<file path="src/rtl/sh_ram_writer_if.sv">
// sh_ram_writer_if: request/acknowledge and sh_ram write-port bundle for the
// sh_ram write-side controller.
//
// Handshake: each source raises *_req with *_val stable and holds both until it
// sees a one-cycle *_ack; *_val is captured on the edge that raises *_ack, and
// the source drops *_req in the following cycle. The write port has no back
// pressure: every cycle with wr_en=1 commits wr_data to sh_ram[wr_addr].
//
// Signals:
//   spd_req/spd_val/spd_ack  speed source handshake
//   dst_req/dst_val/dst_ack  distance source handshake
//   wr_en/wr_addr/wr_data    sh_ram write port (registered)
//   busy                     controller not in IDLE
//   state_dbg                controller FSM state (debug)
// Modports: master = the controller, slave = sources + sh_ram side.
interface sh_ram_writer_if #(
    parameter int DATA_W = 17
);
    logic              spd_req;
    logic [DATA_W-1:0] spd_val;
    logic              spd_ack;
    logic              dst_req;
    logic [DATA_W-1:0] dst_val;
    logic              dst_ack;
    logic              wr_en;
    logic [3:0]        wr_addr;
    logic [3:0]        wr_data;
    logic              busy;
    logic [1:0]        state_dbg;

    modport master (
        input  spd_req, spd_val, dst_req, dst_val,
        output spd_ack, dst_ack, wr_en, wr_addr, wr_data, busy, state_dbg
    );

    modport slave (
        output spd_req, spd_val, dst_req, dst_val,
        input  spd_ack, dst_ack, wr_en, wr_addr, wr_data, busy, state_dbg
    );
endinterface

</file>
<file path="src/rtl/sh_ram_writer.sv">
// sh_ram_writer: write-side controller of the 10-entry digit RAM.
// Arbitrates round-robin between the speed and distance sources, saturates the
// granted value to 99999, converts it to five BCD digits (double-dabble, one
// shift per cycle) and writes them MS digit first into the source's group:
// distance -> addr 0..4, speed -> addr 5..9.
//
// Ports:
//   clk  rising-edge clock
//   rst  asynchronous active-high reset
//   bus  sh_ram_writer_if.master (requests, acks, sh_ram write port, busy, state)
//
// Optional build macro SH_RAM_BLANK_EN: leading zero digits of a group are
// written as 4'hF; the units digit is always numeric.
module sh_ram_writer #(
    parameter int DATA_W = 17
) (
    input  logic            clk,
    input  logic            rst,
    sh_ram_writer_if.master bus
);
    localparam logic [1:0] S_IDLE  = 2'd0;
    localparam logic [1:0] S_CONV  = 2'd1;
    localparam logic [1:0] S_WRITE = 2'd2;

    localparam int              CONV_W   = 17;
    localparam logic [DATA_W-1:0] SAT_MAX = DATA_W'(99999);
    localparam logic [3:0]      BLANK    = 4'hF;
    localparam logic [3:0]      DST_BASE = 4'd0;
    localparam logic [3:0]      SPD_BASE = 4'd5;

`ifdef SH_RAM_BLANK_EN
    localparam bit BLANK_EN = 1'b1;
`else
    localparam bit BLANK_EN = 1'b0;
`endif

    logic [1:0]        state_q, state_d;
    logic [4:0]        cnt_q, cnt_d;
    logic [CONV_W-1:0] bin_q, bin_d;
    logic [19:0]       bcd_q, bcd_d;
    logic              grp_spd_q, grp_spd_d;
    logic              last_spd_q, last_spd_d;   // 0 = distance granted last
    logic              lead_q, lead_d;           // all digits so far were blanked
    logic              spd_ack_q, spd_ack_d;
    logic              dst_ack_q, dst_ack_d;
    logic              wr_en_q, wr_en_d;
    logic [3:0]        wr_addr_q, wr_addr_d;
    logic [3:0]        wr_data_q, wr_data_d;

    logic              grant_spd, grant_dst;
    logic [19:0]       bcd_adj, bcd_step;
    logic [CONV_W-1:0] bin_step;
    logic [19:0]       emit_bcd;
    logic [2:0]        emit_idx;
    logic              emit_lead, emit_blank;
    logic [3:0]        emit_raw, emit_data, emit_addr;

    function automatic logic [DATA_W-1:0] sat(input logic [DATA_W-1:0] v);
        return (v > SAT_MAX) ? SAT_MAX : v;
    endfunction

    function automatic logic [3:0] digit_at(input logic [19:0] bcd, input logic [2:0] k);
        case (k)
            3'd0:    return bcd[19:16];
            3'd1:    return bcd[15:12];
            3'd2:    return bcd[11:8];
            3'd3:    return bcd[7:4];
            default: return bcd[3:0];
        endcase
    endfunction

    // On a tie the source not granted last time wins.
    assign grant_spd = bus.spd_req && (!bus.dst_req || !last_spd_q);
    assign grant_dst = bus.dst_req && !grant_spd;

    // One double-dabble iteration: add 3 to nibbles >= 5, then shift left.
    always_comb begin
        bcd_adj = '0;
        for (int i = 0; i < 5; i++) begin
            bcd_adj[4*i +: 4] = (bcd_q[4*i +: 4] >= 4'd5) ? bcd_q[4*i +: 4] + 4'd3
                                                          : bcd_q[4*i +: 4];
        end
        {bcd_step, bin_step} = {bcd_adj[18:0], bin_q, 1'b0};
    end

    // Digit emission. The last conversion edge already emits digit 0, so it
    // takes the freshly shifted BCD value instead of the stored one.
    always_comb begin
        emit_bcd   = (state_q == S_CONV) ? bcd_step : bcd_q;
        emit_idx   = (state_q == S_CONV) ? 3'd0 : cnt_q[2:0];
        emit_lead  = (state_q == S_CONV) ? 1'b1 : lead_q;
        emit_raw   = digit_at(emit_bcd, emit_idx);
        emit_blank = BLANK_EN && emit_lead && (emit_raw == 4'd0) && (emit_idx != 3'd4);
        emit_data  = emit_blank ? BLANK : emit_raw;
        emit_addr  = (grp_spd_q ? SPD_BASE : DST_BASE) + {1'b0, emit_idx};
    end

    always_comb begin
        state_d    = state_q;
        cnt_d      = cnt_q;
        bin_d      = bin_q;
        bcd_d      = bcd_q;
        grp_spd_d  = grp_spd_q;
        last_spd_d = last_spd_q;
        lead_d     = lead_q;
        spd_ack_d  = 1'b0;
        dst_ack_d  = 1'b0;
        wr_en_d    = 1'b0;
        wr_addr_d  = 4'd0;
        wr_data_d  = 4'd0;
        case (state_q)
            S_IDLE: begin
                if (grant_spd || grant_dst) begin
                    state_d    = S_CONV;
                    cnt_d      = 5'd0;
                    bcd_d      = 20'd0;
                    bin_d      = CONV_W'(grant_spd ? sat(bus.spd_val) : sat(bus.dst_val));
                    grp_spd_d  = grant_spd;
                    last_spd_d = grant_spd;
                    spd_ack_d  = grant_spd;
                    dst_ack_d  = grant_dst;
                end
            end
            S_CONV: begin
                bcd_d = bcd_step;
                bin_d = bin_step;
                cnt_d = cnt_q + 5'd1;
                if (cnt_q == 5'(CONV_W - 1)) begin
                    state_d   = S_WRITE;
                    cnt_d     = 5'd1;
                    wr_en_d   = 1'b1;
                    wr_addr_d = emit_addr;
                    wr_data_d = emit_data;
                    lead_d    = emit_blank;
                end
            end
            S_WRITE: begin
                if (cnt_q == 5'd5) begin
                    state_d = S_IDLE;
                end else begin
                    wr_en_d   = 1'b1;
                    wr_addr_d = emit_addr;
                    wr_data_d = emit_data;
                    lead_d    = emit_blank;
                    cnt_d     = cnt_q + 5'd1;
                end
            end
            default: state_d = S_IDLE;
        endcase
    end

    always_ff @(posedge clk or posedge rst) begin
        if (rst) begin
            state_q    <= S_IDLE;
            cnt_q      <= 5'd0;
            bin_q      <= '0;
            bcd_q      <= 20'd0;
            grp_spd_q  <= 1'b0;
            last_spd_q <= 1'b0;
            lead_q     <= 1'b0;
            spd_ack_q  <= 1'b0;
            dst_ack_q  <= 1'b0;
            wr_en_q    <= 1'b0;
            wr_addr_q  <= 4'd0;
            wr_data_q  <= 4'd0;
        end else begin
            state_q    <= state_d;
            cnt_q      <= cnt_d;
            bin_q      <= bin_d;
            bcd_q      <= bcd_d;
            grp_spd_q  <= grp_spd_d;
            last_spd_q <= last_spd_d;
            lead_q     <= lead_d;
            spd_ack_q  <= spd_ack_d;
            dst_ack_q  <= dst_ack_d;
            wr_en_q    <= wr_en_d;
            wr_addr_q  <= wr_addr_d;
            wr_data_q  <= wr_data_d;
        end
    end

    assign bus.spd_ack   = spd_ack_q;
    assign bus.dst_ack   = dst_ack_q;
    assign bus.wr_en     = wr_en_q;
    assign bus.wr_addr   = wr_addr_q;
    assign bus.wr_data   = wr_data_q;
    assign bus.busy      = (state_q != S_IDLE);
    assign bus.state_dbg = state_q;
endmodule

</file>
<file path="src/flat_wrapper.sv">
// flat-port wrapper written by rule: the top's interface ports become plain ports
module sh_ram_writer_flat 
#(
    parameter int DATA_W = 17
)
  (clk, rst, bus_spd_req, bus_spd_val, bus_dst_req, bus_dst_val, bus_spd_ack, bus_dst_ack, bus_wr_en, bus_wr_addr, bus_wr_data, bus_busy, bus_state_dbg);
  sh_ram_writer_if #(.DATA_W(DATA_W)) bus_i ();
  input  logic clk;
  input  logic rst;
  input wire logic [$bits(bus_i.spd_req)-1:0] bus_spd_req;
  input wire logic [$bits(bus_i.spd_val)-1:0] bus_spd_val;
  input wire logic [$bits(bus_i.dst_req)-1:0] bus_dst_req;
  input wire logic [$bits(bus_i.dst_val)-1:0] bus_dst_val;
  output wire logic [$bits(bus_i.spd_ack)-1:0] bus_spd_ack;
  output wire logic [$bits(bus_i.dst_ack)-1:0] bus_dst_ack;
  output wire logic [$bits(bus_i.wr_en)-1:0] bus_wr_en;
  output wire logic [$bits(bus_i.wr_addr)-1:0] bus_wr_addr;
  output wire logic [$bits(bus_i.wr_data)-1:0] bus_wr_data;
  output wire logic [$bits(bus_i.busy)-1:0] bus_busy;
  output wire logic [$bits(bus_i.state_dbg)-1:0] bus_state_dbg;
  assign bus_i.spd_req = bus_spd_req;
  assign bus_i.spd_val = bus_spd_val;
  assign bus_i.dst_req = bus_dst_req;
  assign bus_i.dst_val = bus_dst_val;
  assign bus_spd_ack = bus_i.spd_ack;
  assign bus_dst_ack = bus_i.dst_ack;
  assign bus_wr_en = bus_i.wr_en;
  assign bus_wr_addr = bus_i.wr_addr;
  assign bus_wr_data = bus_i.wr_data;
  assign bus_busy = bus_i.busy;
  assign bus_state_dbg = bus_i.state_dbg;
  sh_ram_writer #(.DATA_W(DATA_W)) u_core (.clk(clk), .rst(rst), .bus(bus_i));
endmodule
</file>
<file path="config.mk">
export PLATFORM = sky130hd
export DESIGN_NAME = sh_ram_writer_flat
export DESIGN_NICKNAME = d
export VERILOG_FILES = /design/src/rtl/sh_ram_writer_if.sv /design/src/rtl/sh_ram_writer.sv /design/src/flat_wrapper.sv
export SDC_FILE = /design/constraint.sdc
export NUM_CORES = 1
export LEC_CHECK = 0
export BUFFER_PORTS_ARGS = -buffer_cell sky130_fd_sc_hd__clkbuf_2
export CAP_MARGIN = 20
export CORE_ASPECT_RATIO = 1.5
export CORE_MARGIN = 10
export CORE_UTILIZATION = 52
export DETAILED_ROUTE_END_ITERATION = 7
export GPL_TIMING_DRIVEN = 0
export MAX_ROUTING_LAYER = met4
export PLACE_DENSITY = 0.77
export SETUP_SLACK_MARGIN = 0.3
export SYNTH_ARGS = -nofsm -noshare
export SYNTH_HDL_FRONTEND = slang
export SYNTH_SLANG_ARGS = --single-unit
</file>
<file path="constraint.sdc">
create_clock -name clk -period 2 [get_ports clk]
set_clock_uncertainty 0.1 [all_clocks]
set_input_delay 0 -clock clk [delete_from_list [all_inputs] [get_ports clk]]
set_output_delay 0 -clock clk [all_outputs]
set_load 0.005 [all_outputs]
</file>
; ---- After elaboration in Yosys (flattened, before gate mapping)
; Index checks and enable logic that the tools add are counted.
[totals]
regBits = 56
in_bits = 38
wordCells = 88
[classes]
add_sub_neg = 7
n_lt_le_gt_ge = 7
n_eq_ne = 11
muxes = 37
n_reduce_logical = 16
[op_table]
columns = op, count
row1 = $mux 17, 4
row2 = $mux 20, 2
row3 = $pmux 20 s2, 1
row4 = $gt 17x17->1 const B, 2
row5 = $pmux 17 s2, 1
row6 = $mux 4, 8
row7 = $ge 4x3->1 const B, 5
row8 = $add 4x2->4 const B, 4
row9 = $pmux 4 s2, 2
row10 = $pmux 4 s4, 1
row11 = $mux 5, 3
row12 = $pmux 5 s3, 1
row13 = $mux 3, 3
row14 = $eq 3x2->1 const B, 2
row15 = $mux 1, 6
row16 = $mux 2, 3
row17 = $pmux 2 s3, 1
row18 = $reduce_and 3->1, 2
row19 = $add 5x1->5 const B, 1
row20 = $eq 5x3->1 const B, 1
row21 = $eq 5x5->1 const B, 1
row22 = $add 4x3->4, 1
row23 = $ne 2x1->1 const B, 2
row24 = $ne 2x2->1 const B, 2
row25 = other kinds (13), 19

; ---- Depth between registers and ports, before layout
[depth]
word_depth = 8
mapped_depth = 10
mapped_depth_nobuf = 7

; ---- Worst setup path before layout
; Ideal clock, no wire load.
[synth_path]
path_type = reg-to-reg
from = register u_core.state_q[1] (netlist: u_core.bus.state_dbg[1])
to = register u_core.wr_addr_q[2] (netlist: u_core.bus.wr_addr[2])
t_arrival_ns = 1.961
path_slack_ns = -0.198
stages_incl_launch_ff = 11
path_buffers = 3
path_cell_list = dfrtp_1 > inv_1 > ha_1 > buf_4 > clkbuf_1 > clkbuf_1 > nor2_1 > ha_1 > ha_1 > xnor2_1 > nor2_1
[synth_via]
elab_chain_len = 5
elab_cells_between_ends = 7
cone_classes = add/sub: 1 / eq/ne: 2 / mux: 4
[synth_rtl]
columns = item, line_no
row1 = "start, declared", sh_ram_writer.sv:37  ; logic [1:0] state_q, state_d;
row2 = "start signal, assigned", sh_ram_writer.sv:167  ; state_q <= state_d;
row3 = $eq 2x1->1, "sh_ram_writer.sv:90, sh_ram_writer.sv:111"
row4 = $mux 3, sh_ram_writer.sv:90  ; emit_idx = (state_q == S_CONV) ? 3'd0 : cnt_q[2:0];
row5 = $add 4x3->4, sh_ram_writer.sv:95  ; emit_addr = (grp_spd_q ? SPD_BASE : DST_BASE) + {1'b0, emit_idx};
row6 = "$mux 4, on equally long branches", "sh_ram_writer.sv:138, sh_ram_writer.sv:128"
row7 = $pmux 4 s2 *, sh_ram_writer.sv:111  ; case (state_q)
row8 = net u_core.wr_addr_d[2], sh_ram_writer.sv:47  ; logic [3:0] wr_addr_q, wr_addr_d;
row9 = "end signal, assigned", sh_ram_writer.sv:177  ; wr_addr_q <= wr_addr_d;
row10 = "end, declared", sh_ram_writer.sv:47
; Mark *: on every way through the listed nets, which the timed path passes. The rest lies on a longest branch.
; A chain may end at the register's enable or synchronous reset.

; ---- Final worst setup path
[layout_path]
from = register u_core.state_q[1] (netlist: u_core.bus.state_dbg[1])
to = register u_core.bcd_q[0]
[layout_via]
elab_chain_len = 3
elab_cells_between_ends = 6
cone_classes = eq/ne: 2 / mux: 1 / reduce/logical: 3
[layout_rtl]
columns = item, line_no
row1 = $logic_not 2->1 or $eq 2x1->1 (tied branches), sh_ram_writer.sv:111
row2 = $ne 2x1->1 (no line) or $reduce_bool 2->1 (tied branches), --
row3 = $reduce_and 2->1 (no line), --
row4 = "end signal, assigned", sh_ram_writer.sv:157  ; bcd_q <= 20'd0;
row5 = "end signal, assigned", sh_ram_writer.sv:170  ; bcd_q <= bcd_d;
row6 = "end, declared", sh_ram_writer.sv:40  ; logic [19:0] bcd_q, bcd_d;
; Parallel ways exist; a longest one is shown, timed or not.

==> impl_summary.log <==
[metrics] Synthesized Nets: 437
[metrics] fraction of the yosys area taken by sequential cells: 39.5%
[metrics] crit path DAT: 2170 ps
[metrics] result of the run: finished, violations left
[metrics] async set or reset register ratio after synthesis: 100%
[metrics] Die Ht: roughly 120 um
[metrics] critical-path maximum fanout: 6
[metrics] via count: 3963
[metrics] share of power burned in combinational logic: 61.2%
[metrics] Clk pwr share: a little under an eighth
[metrics] worst setup path class: flop to flop
[metrics] Primary FF master, synth: dfrtp_1
[metrics] kind of cell with the highest combined delay on the critical path: buffers and inverters
[metrics] TritonCTS clock tree: built
[metrics] # IOs: 52
[metrics] synthesized area divided by synthesized cell count: 9.36 um^2
[metrics] number of clock buffers inserted by TritonCTS: 5
[metrics] Reg-to-Reg End: u_core.bcd_q[0]
[metrics] Max Cap Viol: 0
[metrics] total negative slack for setup checks: -14.6 ps
[metrics] quantity of I/O buffers inserted on ports: 51
[metrics] total placed cells including tap cells: slightly above 500
[metrics] Max IR drop VDD: 794 uV
[metrics] WP buf/inv: 5
[metrics] cell at the root of the clock tree: clkbuf_8
[metrics] most frequent standard cell in the layout excluding fill and tap cells: dfrtp_1
[metrics] via count of the first global-routing pass: 3809
[metrics] unrepaired setup endpoints after global routing: true
[metrics] count of state elements after synthesis: 56
[metrics] Nets: 568
[metrics] cell depth of the worst setup path: 8
[metrics] share of the cycle needed by the critical path after routing: 101%
[metrics] Skew-Pair Late Insertion Delay: 340 ps
[metrics] share of synthesized area spent on multiplexers: ~4.9%
[metrics] Mapped Area: ~3500 um^2
[metrics] final critical-path required period: about 2000 ps
[metrics] final routed wire length divided by cell count: 24.3 um
[metrics] leakage power summed over all cells: 0.00229 uW
[metrics] leading cell types in the layout, fill and taps excluded: 55 x dfrtp_1, 51 x clkbuf_2, 35 x dlygate4sd3_1
[metrics] Placer Congestion: approximately 0.95
[metrics] violated checks: negative setup slack
[metrics] endpoint of the worst setup timing path: u_core.bcd_q[0]
[metrics] beginning of the worst register-to-register path: u_core.bus.state_dbg[1]
[metrics] remaining max-slew budget at the tightest pin: 53.0%
[metrics] remaining global-route overflow: 0
[metrics] largest family of logic cells by synthesized area: compound AO/OA/AOI/OAI gates
[metrics] CP endpoint kind: flop
[metrics] number of nets still failing antenna checks after routing: 0
[metrics] DR vias/cell: roughly 6.7
[metrics] sink count of the clock tree: between 50 and 60
[metrics] initial cell density of the core: 54.0%
[metrics] share of the core filled with cells in the final layout: roughly four fifths
[metrics] Core Footprint: approximately 6600 um^2
[metrics] total wire length after detailed routing: 14300 um
[metrics] area growth from synthesis to final layout: 50.5%
[metrics] final hold violation count: 0
[metrics] switching power: 3040 uW
[metrics] synth unique cells: 66
[metrics] row cnt: 36
[metrics] number of DRC violations after detailed-routing iteration 0: around 380
[metrics] number of synthesized flops with an enable pin: 0
[metrics] pin count of the biggest net entering global routing: 32
[metrics] reg2reg path depth: 8
[metrics] internal power: 3810 uW
[metrics] yosys warns: 0
[metrics] crit-path cells: inv_2 > ha_2 > buf_6 > clkinvlp_4 > buf_8 > buf_4 > nor2_2 > a22o_1
[metrics] final max-slew violation count: 0
[metrics] net switching share of the total power: 44.3%
[metrics] class of the most critical hold timing path: input port to flop
[metrics] clock transition at the registers of the reported paths: 130 ps
[metrics] Worst path max stage delay: approximately 420 ps
[metrics] die footprint: 10600 um^2
[metrics] fraction of synthesized cell area in xor and xnor cells: 1.97%
[metrics] Post-Synth Simple-Gate Area: 18.1%
[metrics] post-route worst setup slack: -14.6 ps
[metrics] wire length of the first global-routing pass: 18700 um
[metrics] Critical Path Source Type: flop
[metrics] required time at the endpoint of the critical path: 2150 ps
[metrics] highest-delay cell along the critical path: dfrtp_1
[metrics] CTS H-Tree Depth: 2
[metrics] number of endpoints failing setup at the final stage: 1
[metrics] post-detailed-placement half-perimeter wirelength: 7050 um
[metrics] Fmax achieved: 496 MHz
[metrics] Cell Count, Final, Fillers Out: 588
[metrics] GRT Overall Usage: 22.4%
[metrics] fraction of power consumed by sequential logic: 27.3%
[metrics] number of standard cells after synthesis: 379
[metrics] number of antenna violations at the first check in global routing: 1
[metrics] Initial DRT Pass Iterations: 5
[metrics] width of the die: 87.5 um
[metrics] fraction of layout cells with a size suffix above 1: 39.9%
[metrics] Synth Area in Adders: 7.05%
[metrics] clock tree buffer depth: 2
[metrics] worst-margin pin slew: 704 ps
[metrics] pre-CTS worst setup slack: -49.1 ps
[metrics] worst setup slack for register-to-register paths: -10 ps
[metrics] beginning of the critical path: u_core.bus.state_dbg[1]
[metrics] complex-gate fraction of the synthesized area: around 23%
[metrics] Residual DRC: 0
[metrics] power per cell area: 1280 nW/um^2
worst min path at each step:
stage	cells after the start	startpoint	slack, ps	to
2_1_floorplan	1	bus_dst_req	4	u_core.grp_spd_q
5_1_grt	3	bus_spd_val[7]	20	u_core.bin_q[7]
3_3_place_gp	3	bus_spd_val[9]	150	u_core.bin_q[9]
3_5_place_dp	2	rst	30	u_core.bus.wr_en
6_report	3	bus_spd_val[7]	20	u_core.bin_q[7]
4_1_cts	3	bus_spd_val[7]	30	u_core.bin_q[7]
power groups by stage:
| stage | combinational, uW | clock (uW) | sequential [uW] |
|---|---|---|---|
| detailed placement | 2520 | 0 | 1810 |
| global route | 4460 | 808 | 1900 |
| global placement | 2450 | 0 | 1800 |
| CTS | 3340 | 759 | 1800 |
| finish | 4190 | 783 | 1870 |
| floorplan | 1930 | 0 | 1720 |
synthesized netlist by cell type (all sizes together) (2+ instances only):
master / instances / area share, %
nor4: 4 / 1.1
a311oi: 5 / 1.2
xnor2: 7 / 1.7
o31ai: 5 / 1.1
a31oi: 12 / 2.1
o21bai: 2 / 0.53
nand4: 8 / 1.4
o211ai: 2 / 0.42
nand2b: 6 / 1.1
o21a: 2 / 0.42
mux4: 4 / 2.5
nor3: 17 / 2.4
a211oi: 7 / 1.8
o311ai: 2 / 0.49
ha: 20 / 7.1
or3b: 2 / 0.49
o21ba: 2 / 0.56
a221oi: 2 / 0.67
a2111oi: 2 / 0.71
a21oi: 17 / 2.4
o221ai: 2 / 0.49
o41ai: 2 / 0.49
clkbuf: 6 / 0.63
mux2: 2 / 0.63
o21ai: 25 / 3.8
a22o: 5 / 1.2
and3: 3 / 0.53
dfrtp: 56 / 39
o22ai: 13 / 2.3
nor3b: 6 / 1.3
mux2i: 6 / 1.7
nand3: 11 / 1.6
inv: 30 / 3.2
nor2: 28 / 3.0
a2bb2oi: 2 / 0.49
nand2: 27 / 2.9
buf: 10 / 1.9
layer usage:
layer	track usage, %	vias up	part of all wire, %
met2	39.6	292	53
met5	-	-	0
met1	22.9	1908	33
met3	4.10	87	7.6
li1	-	1676	-
met4	11.2	0	6.5
per-stage QoR:
stage | area [um^2] | total power, uW | hold slack, ps
2_1_floorplan | 3630 | 3650 | 4.11
3_3_place_gp | 3980 | 4250 | 152
3_5_place_dp | 4000 | 4330 | 30.1
4_1_cts | 4960 | 5900 | 29.5
5_1_grt | 5340 | 7170 | 23.7
6_report | 5340 | 6850 | 23.6
worst reg2reg max path, stage by stage, from the launching register on:
cell and delay, ps:
dfrtp_1 420, inv_2 90, ha_2 170, buf_6 120
clkinvlp_4 150, buf_8 170, buf_4 150, nor2_2 240
a22o_1 300
cell type report:
class                           instances  area [um^2]
Inverter                               30          121
Sequential cell                        56         1400
Multi-Input combinational cell        278         2480
Timing Repair Buffer                  124          933
Fill cell                             330         1240
Clock buffer                            6         72.6
Tap cell                               76         95.1
Buffer                                 15          196
Antenna cell                            1         2.50
Clock inverter                          2         35.0
timing repair:
action / in CTS / in global routing
pin swaps: 23 / 22
endpoints found under the hold margin: 48 / 0
gates cloned: 1 / 2
endpoints found under the setup margin: 53 / 51
resized for setup: 67 / 55
hold buffers: 35 / 0
buffers inserted: 24 / 11
logic make-up after synthesis:
| family | count (synthesis) |
|---|---|
| xor+xnor | 8 |
| compound gates | 115 |
| flops | 56 |
| simple gates | 122 |
| fa+ha+maj | 20 |
| mux | 12 |
| buf+inv | 46 |
registers in the layout, indices dropped and copies added (netlist names):
name,count
u_core.bus.wr_addr,4
u_core.bus.wr_data,4
u_core.cnt_q,5
u_core.grp_spd_q,1
u_core.bus.dst_ack,1
u_core.bcd_q,20
u_core.bin_q,17
u_core.bus.state_dbg,2
u_core.bus.wr_en,1
u_core.bus.spd_ack,1
(Power assumes the default switching activity.)
